File: src/rtl/llc_conflict_replay_buf_pkg.sv
// Shared LLC types and constants used by the conflict replay buffer and its interface.
package llc_conflict_replay_buf_pkg;

    localparam int unsigned LINE_ADDR_BITS  = 16;
    localparam int unsigned LLC_SET_BITS    = 8;
    localparam int unsigned N_CONFLICT_BUF  = 4;
    localparam int unsigned CONFLICT_INFO_W = 8;

    typedef logic [LINE_ADDR_BITS-1:0] line_addr_t;
    typedef logic [LLC_SET_BITS-1:0]   llc_set_t;

    typedef struct packed {
        line_addr_t                 addr;
        logic [CONFLICT_INFO_W-1:0] info;
        logic                       ready;
    } llc_conflict_entry_t;

endpackage

File: src/rtl/llc_conflict_replay_buf_if.sv
// Push / wake / replay bundle between the request path, the MSHR retire logic and the conflict buffer.
interface llc_conflict_replay_buf_if
    import llc_conflict_replay_buf_pkg::*;
#(
    parameter int unsigned DEPTH  = N_CONFLICT_BUF,
    parameter int unsigned INFO_W = CONFLICT_INFO_W
);
    localparam int unsigned CNT_W = $clog2(DEPTH + 1);

    logic              push_valid;
    logic              push_ready;
    line_addr_t        push_addr;
    logic [INFO_W-1:0] push_info;
    logic              wake_valid;
    llc_set_t          wake_set;
    logic              set_conflict;
    line_addr_t        conflict_addr;
    logic [INFO_W-1:0] conflict_info;
    logic              set_req_from_conflict;
    logic [CNT_W-1:0]  count;
    logic              full;
    logic              empty;
    logic              err_pop;

    modport master (
        output push_valid, push_addr, push_info, wake_valid, wake_set, set_req_from_conflict,
        input  push_ready, set_conflict, conflict_addr, conflict_info, count, full, empty, err_pop
    );

    modport slave (
        input  push_valid, push_addr, push_info, wake_valid, wake_set, set_req_from_conflict,
        output push_ready, set_conflict, conflict_addr, conflict_info, count, full, empty, err_pop
    );

endinterface

File: src/rtl/llc_conflict_replay_buf.sv
// In-order replay buffer for LLC requests blocked on a set owned by an in-flight MSHR.
module llc_conflict_replay_buf
    import llc_conflict_replay_buf_pkg::*;
#(
    parameter int unsigned DEPTH  = N_CONFLICT_BUF,
    parameter int unsigned INFO_W = CONFLICT_INFO_W
) (
    input logic                      clk,
    input logic                      rst,
    llc_conflict_replay_buf_if.slave bus
);
    localparam int unsigned PTR_W = (DEPTH > 1) ? $clog2(DEPTH) : 1;
    localparam int unsigned CNT_W = $clog2(DEPTH + 1);

    line_addr_t        addr_q [DEPTH];
    logic [INFO_W-1:0] info_q [DEPTH];
    logic [DEPTH-1:0]  valid_q;
    logic [DEPTH-1:0]  ready_q;
    logic [DEPTH-1:0]  wake_hit;
    logic [PTR_W-1:0]  wr_ptr;
    logic [PTR_W-1:0]  rd_ptr;
    logic [CNT_W-1:0]  count_q;
    logic              err_q;
    logic              full_w;
    logic              empty_w;
    logic              sc_w;
    logic              do_push;
    logic              do_pop;
    logic              push_wake;

    function automatic logic [PTR_W-1:0] ptr_next(input logic [PTR_W-1:0] p);
        return (p == PTR_W'(DEPTH - 1)) ? '0 : p + PTR_W'(1);
    endfunction

    for (genvar g = 0; g < DEPTH; g++) begin : g_wake
        assign wake_hit[g] = bus.wake_valid && valid_q[g] &&
                             (addr_q[g][LLC_SET_BITS-1:0] == bus.wake_set);
    end

    always_comb begin
        full_w    = (count_q == CNT_W'(DEPTH));
        empty_w   = (count_q == '0);
        sc_w      = !empty_w && ready_q[rd_ptr];
        do_push   = bus.push_valid && !full_w;
        do_pop    = bus.set_req_from_conflict && sc_w;
        push_wake = bus.wake_valid && (bus.push_addr[LLC_SET_BITS-1:0] == bus.wake_set);
    end

    // Storage (addr/info) is deliberately left out of reset; only the valid/ready bookkeeping clears.
    always_ff @(posedge clk) begin
        if (rst) begin
            wr_ptr  <= '0;
            rd_ptr  <= '0;
            count_q <= '0;
            valid_q <= '0;
            ready_q <= '0;
            err_q   <= 1'b0;
        end else begin
            for (int unsigned i = 0; i < DEPTH; i++) begin
                if (wake_hit[i]) ready_q[i] <= 1'b1;
            end
            // Pop is applied after wake so a same-cycle wake on the head cannot resurrect it.
            if (do_pop) begin
                valid_q[rd_ptr] <= 1'b0;
                ready_q[rd_ptr] <= 1'b0;
                rd_ptr          <= ptr_next(rd_ptr);
            end
            if (do_push) begin
                addr_q[wr_ptr]  <= bus.push_addr;
                info_q[wr_ptr]  <= bus.push_info;
                valid_q[wr_ptr] <= 1'b1;
                ready_q[wr_ptr] <= push_wake;
                wr_ptr          <= ptr_next(wr_ptr);
            end
            if (do_push && !do_pop)      count_q <= count_q + CNT_W'(1);
            else if (!do_push && do_pop) count_q <= count_q - CNT_W'(1);
            if (bus.set_req_from_conflict && !sc_w) err_q <= 1'b1;
        end
    end

    assign bus.push_ready    = !full_w;
    assign bus.set_conflict  = sc_w;
    assign bus.conflict_addr = addr_q[rd_ptr];
    assign bus.conflict_info = info_q[rd_ptr];
    assign bus.count         = count_q;
    assign bus.full          = full_w;
    assign bus.empty         = empty_w;
    assign bus.err_pop       = err_q;

endmodule

File: src/flat_wrapper.sv
// flat-port wrapper written by rule: the top's interface ports become plain ports
module llc_conflict_replay_buf_flat import llc_conflict_replay_buf_pkg::*;
#(
    parameter int unsigned DEPTH  = N_CONFLICT_BUF,
    parameter int unsigned INFO_W = CONFLICT_INFO_W
)
  (clk, rst, bus_push_valid, bus_push_addr, bus_push_info, bus_wake_valid, bus_wake_set, bus_set_req_from_conflict, bus_push_ready, bus_set_conflict, bus_conflict_addr, bus_conflict_info, bus_count, bus_full, bus_empty, bus_err_pop);
  llc_conflict_replay_buf_if #(.DEPTH(DEPTH), .INFO_W(INFO_W)) bus_i ();
  input logic clk;
  input logic rst;
  input wire logic [$bits(bus_i.push_valid)-1:0] bus_push_valid;
  input wire logic [$bits(bus_i.push_addr)-1:0] bus_push_addr;
  input wire logic [$bits(bus_i.push_info)-1:0] bus_push_info;
  input wire logic [$bits(bus_i.wake_valid)-1:0] bus_wake_valid;
  input wire logic [$bits(bus_i.wake_set)-1:0] bus_wake_set;
  input wire logic [$bits(bus_i.set_req_from_conflict)-1:0] bus_set_req_from_conflict;
  output wire logic [$bits(bus_i.push_ready)-1:0] bus_push_ready;
  output wire logic [$bits(bus_i.set_conflict)-1:0] bus_set_conflict;
  output wire logic [$bits(bus_i.conflict_addr)-1:0] bus_conflict_addr;
  output wire logic [$bits(bus_i.conflict_info)-1:0] bus_conflict_info;
  output wire logic [$bits(bus_i.count)-1:0] bus_count;
  output wire logic [$bits(bus_i.full)-1:0] bus_full;
  output wire logic [$bits(bus_i.empty)-1:0] bus_empty;
  output wire logic [$bits(bus_i.err_pop)-1:0] bus_err_pop;
  assign bus_i.push_valid = bus_push_valid;
  assign bus_i.push_addr = bus_push_addr;
  assign bus_i.push_info = bus_push_info;
  assign bus_i.wake_valid = bus_wake_valid;
  assign bus_i.wake_set = bus_wake_set;
  assign bus_i.set_req_from_conflict = bus_set_req_from_conflict;
  assign bus_push_ready = bus_i.push_ready;
  assign bus_set_conflict = bus_i.set_conflict;
  assign bus_conflict_addr = bus_i.conflict_addr;
  assign bus_conflict_info = bus_i.conflict_info;
  assign bus_count = bus_i.count;
  assign bus_full = bus_i.full;
  assign bus_empty = bus_i.empty;
  assign bus_err_pop = bus_i.err_pop;
  llc_conflict_replay_buf #(.DEPTH(DEPTH), .INFO_W(INFO_W)) u_core (.clk(clk), .rst(rst), .bus(bus_i));
endmodule
File: config.mk
export PLATFORM = sky130hd
export DESIGN_NAME = llc_conflict_replay_buf_flat
export DESIGN_NICKNAME = d
export VERILOG_FILES = /design/src/rtl/llc_conflict_replay_buf_pkg.sv /design/src/rtl/llc_conflict_replay_buf_if.sv /design/src/rtl/llc_conflict_replay_buf.sv /design/src/flat_wrapper.sv
export SDC_FILE = /design/constraint.sdc
export NUM_CORES = 1
export LEC_CHECK = 0
export CAP_MARGIN = 20
export CORE_MARGIN = 2
export CORE_UTILIZATION = 51
export CTS_CLUSTER_SIZE = 30
export DETAILED_ROUTE_END_ITERATION = 10
export PLACE_DENSITY_LB_ADDON = 0.2
export RECOVER_POWER = 50
export SYNTH_ARGS = -nofsm -noshare
export SYNTH_HDL_FRONTEND = slang
export SYNTH_SLANG_ARGS = --single-unit
File: constraint.sdc
create_clock -name clk -period 6.9 [get_ports clk]
set_input_delay 1.38 -clock clk [delete_from_list [all_inputs] [get_ports clk]]
set_output_delay 1.38 -clock clk [all_outputs]
set_load 0.05 [all_outputs]
Yosys cells after proc, flatten, opt, wreduce, memory -nomap -nowiden
Memories as Yosys holds them, arrays and structs flattened. A register that Yosys moved wholly into a read port is not among the register bits.
Index checks and enable logic that the tools add are counted.
Widths: inputs -> output; s select.

operators by class
  add/subtract/negate cells = 4
  $lt $le $gt $ge = 4
  equal/unequal tests = 8
  mux-type cells = 32
  bitwise logic cells = 4
  reductions and logical operators = 24

operators with widths
  cell                 count
  $eq 8x8->1           5
  $mux 4               6
  $logic_and 1x1->1    17
  $mux 1               14
  $mux 2               6
  $and 4x4->4          2
  $lt 2x3->1 const B   2
  $mux 3               2
  $logic_not 1->1      5
  $add 2x1->2 const B  2
  $bwmux 4             1
  $demux 1 s2          2
  $eq 2x2->1 const B   2
  $ge 2x1->1 const B   2
  $not 4->4            1
  $or 4x4->4           1
  $add 3x1->3 const B  1
  $eq 3x3->1 const B   1
  $logic_not 3->1      1
  $sub 3x1->3 const B  1
  $bmux 1 s2           1
  $reduce_bool 2->1    1

storage, ports and cells
  bits in registers = 16
  memory bits (writable) = 96
  bits of input ports = 37
  word-level logic and storage cells = 84
  memories = 2

memories
  name           depth  bits a word  read ports  clocked after memory_dff  write ports  line                           source
  u_core.addr_q  4      16           5           1                         1            llc_conflict_replay_buf.sv:15  line_addr_t addr_q [DEPTH];
  u_core.info_q  4      8            1           1                         1            llc_conflict_replay_buf.sv:16  logic [INFO_W-1:0] info_q [DEPTH];

Logic depth before layout (Yosys ltp)
  depth in word-level cells = 10
  depth in mapped cells = 9
  mapped depth without buffers = 9

Worst setup path after synthesis
Ideal clock, no wire load.

  path type = input-to-reg
  start = input port bus_push_valid
  end = memory u_core.addr_q[1][0] in the netlist's numbering (enable)
  setup time = 0.405 ns
  arrival = 2.696 ns
  required time = 6.495 ns
  path slack = 3.799 ns
  stages = 3
  path buffers = 0
  path through = and2_1 nand2_1 nor2_1

between the ends
  word-level cells in the longest chain between the ends = 4

ends and longest elaborated chain
  what                          line                           source
  start: declaration            flat_wrapper.sv:11             input wire logic [$bits(bus_i.push_valid)-1:0] bus_push_valid;
  $logic_and 1x1->1             llc_conflict_replay_buf.sv:44  do_push = bus.push_valid && !full_w;
  $mux 1                        llc_conflict_replay_buf.sv:68  if (do_push) begin
  $mux 1                        llc_conflict_replay_buf.sv:51  if (rst) begin
  $mux 1 (not written as such)  llc_conflict_replay_buf.sv:69  addr_q[wr_ptr] <= bus.push_addr;
  end: declaration              llc_conflict_replay_buf.sv:15

No other way between the ends.

==> summary.txt <==
startpoint types: register
Initial Util: 51.61%
Ports: 69
register bit total from synthesis: 114
drt first-iter violations: 99
CP peak stage delay: 0.92 ns
Post-Synthesis Cells: 304
Worst slew margin: -4.667%
met2 usage: 32.43%
WS Path Type: register to primary output
CTS Sinks: 114
Die Area: 10560 µm²
Max IR drop VDD: 0.2107 mV
Clock transition at path regs: 0.06 ns
Pwr Total: 1.852 mW
Final Worst Setup Slack: 2.750 ns
Hold Crit Start: u_core.valid_q[3]
Critical Path Fanout Max: 24
Post-DP HPWL: 6505 µm
vias in the first global route: 2880
reg-to-reg startpoint: u_core.rd_ptr[0]
CTS Buf Count: 17
Fill cells: 743
worst-margin pin slew: 1.570 ns
met3 Use GR: 6.847%
Bufs on Longest Clock Path: 2
Worst Hold Class: register to register
maxcap violations: 1
Synth Flop Type: edfxtp_1
worst endpoint required time: 5.52 ns
largest net degree at the start of global routing: 25
Critical Path End Type: primary output
# DRC: 0
root buffer cell: clkbuf_8
Max Slew Vio Count: 25
layout cells sized above 1: 17.18%
RSZ-0062 raised after global routing: no
power per cell area: 293.0 nW/µm²
clk_lat worst skew: 0.51 ns
synthesized cell area: 4975 µm²
Die H: 102.8 µm
Unique masters post-synth: 36
Core Util, Final: 65.59%
placed inst area: 5766 µm²
top cell type by total area after synthesis: edfxtp_1
Avg Cell Area, Syn: 16.36 µm²
Port-buffer cells: 68
GRT Total Usage: 20.90%
area delta synth->final: 27.09%
post-cts repair resize count: 0
Global Route met1 Usage: 27.93%
Post-synth EDFFs: 96
footprint of the multi-input gates: 1568 µm²
period utilisation layout: 60.14%
DRT Pass-1 Iters: 4
Worst Skew: 0.01026 ns
vias per cell: 5.337
H-tree Lvls: 4
DRT Wirelength: 9873 µm
gr busiest metal: met2
leakage: 2.126 nW
Sum Neg Setup Slack: 0 ns
post-CTS setup buffers: 0
CTS tree: done
initial antenna violation count: 0
DP Worst Slack: 3.193 ns
sequential share of the synthesized area: 65.19%
final hold violation count: 0
minimum clock period: 4.150 ns
Final Setup Violations: 0
Worst Path Arrival: 2.77 ns
Hold WS: 0.4558 ns
Core Box Area: 9639 µm²
Finished Cell Area: 6322 µm²
Synthesized Nets: 351
Synth async-reset ratio: 0%
hold-fix buffers at CTS: 0
DP Cell Count: 491
top post-synthesis cells by area: edfxtp_1 (58%), mux4_2 (11%), dfxtp_1 (7.2%), xor2_1 (5.8%), ha_1 (2.3%)
diode count: 0
failing checks: capacitance limit, slew limit
Final #Nets: 424
GPL Wtd Cong: 0.7813
area share of the largest cell type after synthesis: 57.95%
global-route wire length before repair: 15640 µm
final cell count without fillers: 523
yosys synthesis warning count: 0
global route total overflow: 0
critical path cell sequence: mux4_2 -> clkdlybuf4s50_1
Storage cell area: 3244 µm²
Die Wd: 102.8 µm
via count: 2791
status: finished, violations left
row count: 36
maximum clock rate: 241.0 MHz
WL/cell: 18.88 µm
slowest stage cell, crit path: dfxtp_2
Routed Antenna Nets: 0
-- worst paths after layout --
kind | end | slack, ns | depth (start not counted)
hold reg to reg | u_core.valid_q[3] | 0.46 | 2
hold / removal | u_core.valid_q[3] | 0.46 | 2
setup reg to reg | u_core.bus.count[2] | 4.04 | 8
setup / recovery | bus_conflict_addr[4] | 2.75 | 2
-- synthesized netlist by cell type, types with 3 or more instances --
cell / count
nand4_1: 6
nand3_1: 5
a21oi_1: 9
xnor2_1: 9
and2_1: 5
inv_1: 15
nor3_1: 3
o21ai_0: 3
dfxtp_1: 18
mux4_2: 25
ha_1: 9
xor2_1: 33
nor2_1: 8
nor4_1: 3
nand2_1: 9
a41oi_1: 4
edfxtp_1: 96
a31oi_1: 4
clkbuf_1: 7
buf_2: 7
nand4b_1: 4
-- state kept, by name, summed over array words and instances, names as in the netlist, named ones only --
| register | count |
|---|---|
| u_core.rd_ptr | 2 |
| u_core.info_q | 32 |
| u_core.addr_q | 64 |
| u_core.wr_ptr | 2 |
| u_core.valid_q | 4 |
| u_core.bus.count | 3 |
| u_core.bus.err_pop | 1 |
| u_core.ready_q | 4 |
-- final cells by class --
cell class	instances	share of cell area, %
Multi-Input combinational cell	156	24.80
Inverter	15	0.8906
Tap cell	133	2.632
Sequential cell	114	51.32
Clock buffer	17	6.551
Timing Repair Buffer	73	11.30
Clock inverter	15	2.513
-- logic make-up after synthesis --
group	synth area share [%]
DFF	65.19
xor gates and xnor gates	7.395
buffers and inverters	3.244
and+or+nand+nor	5.986
muxes	11.72
adders and majority gates	2.666
AOI/OAI and AO/OA	3.798
-- cells in the final DEF (no fill, tap or decap), types with 2 or more instances in the layout --
cell              n
or3_1             2
clkinv_4          7
nand4b_1          4
nand2_1           9
buf_4             4
inv_6             2
dlygate4sd3_1    27
a31oi_1           4
nand3_1           6
dfxtp_1          17
o211ai_1          2
nand4_1           6
clkdlybuf4s50_1  41
xnor2_1           9
inv_1            15
a21oi_1           9
a41oi_1           4
a311oi_1          2
nor3_1            3
and2_1            4
nor4_1            3
or3_2             2
mux4_2           25
bufinv_16         2
edfxtp_1         96
o21ai_0           3
clkbuf_16        16
nor2_2            4
ha_1              9
nor2_1            4
clkinv_1          2
and4_1            2
mux2i_1           2
xor2_1           33
-- worst max-delay path, delay by kind of cell (launching register included) --
kind | cells | cell delay (ns)
buf+inv | 1 | 0.72
flops | 1 | 0.92
mux | 1 | 0.61
-- metal layers --
layer  up-vias  routed length (µm)  part of all wire [%]
li1       1310                   -                     -
met1      1413                4461                    45
met2        59                4812                    49
met3         9                 497                   5.0
met4         0                 102                   1.0
met5         -                   0                     0
-- report_power, final --
group,leakage (nW),switching (mW),internal [mW]
clock,0.278,0.315,0.515
sequential,1.02,0.0153,0.778
combinational,0.830,0.145,0.0847
total,2.13,0.475,1.38
Power figures use the tool's default switching activity.
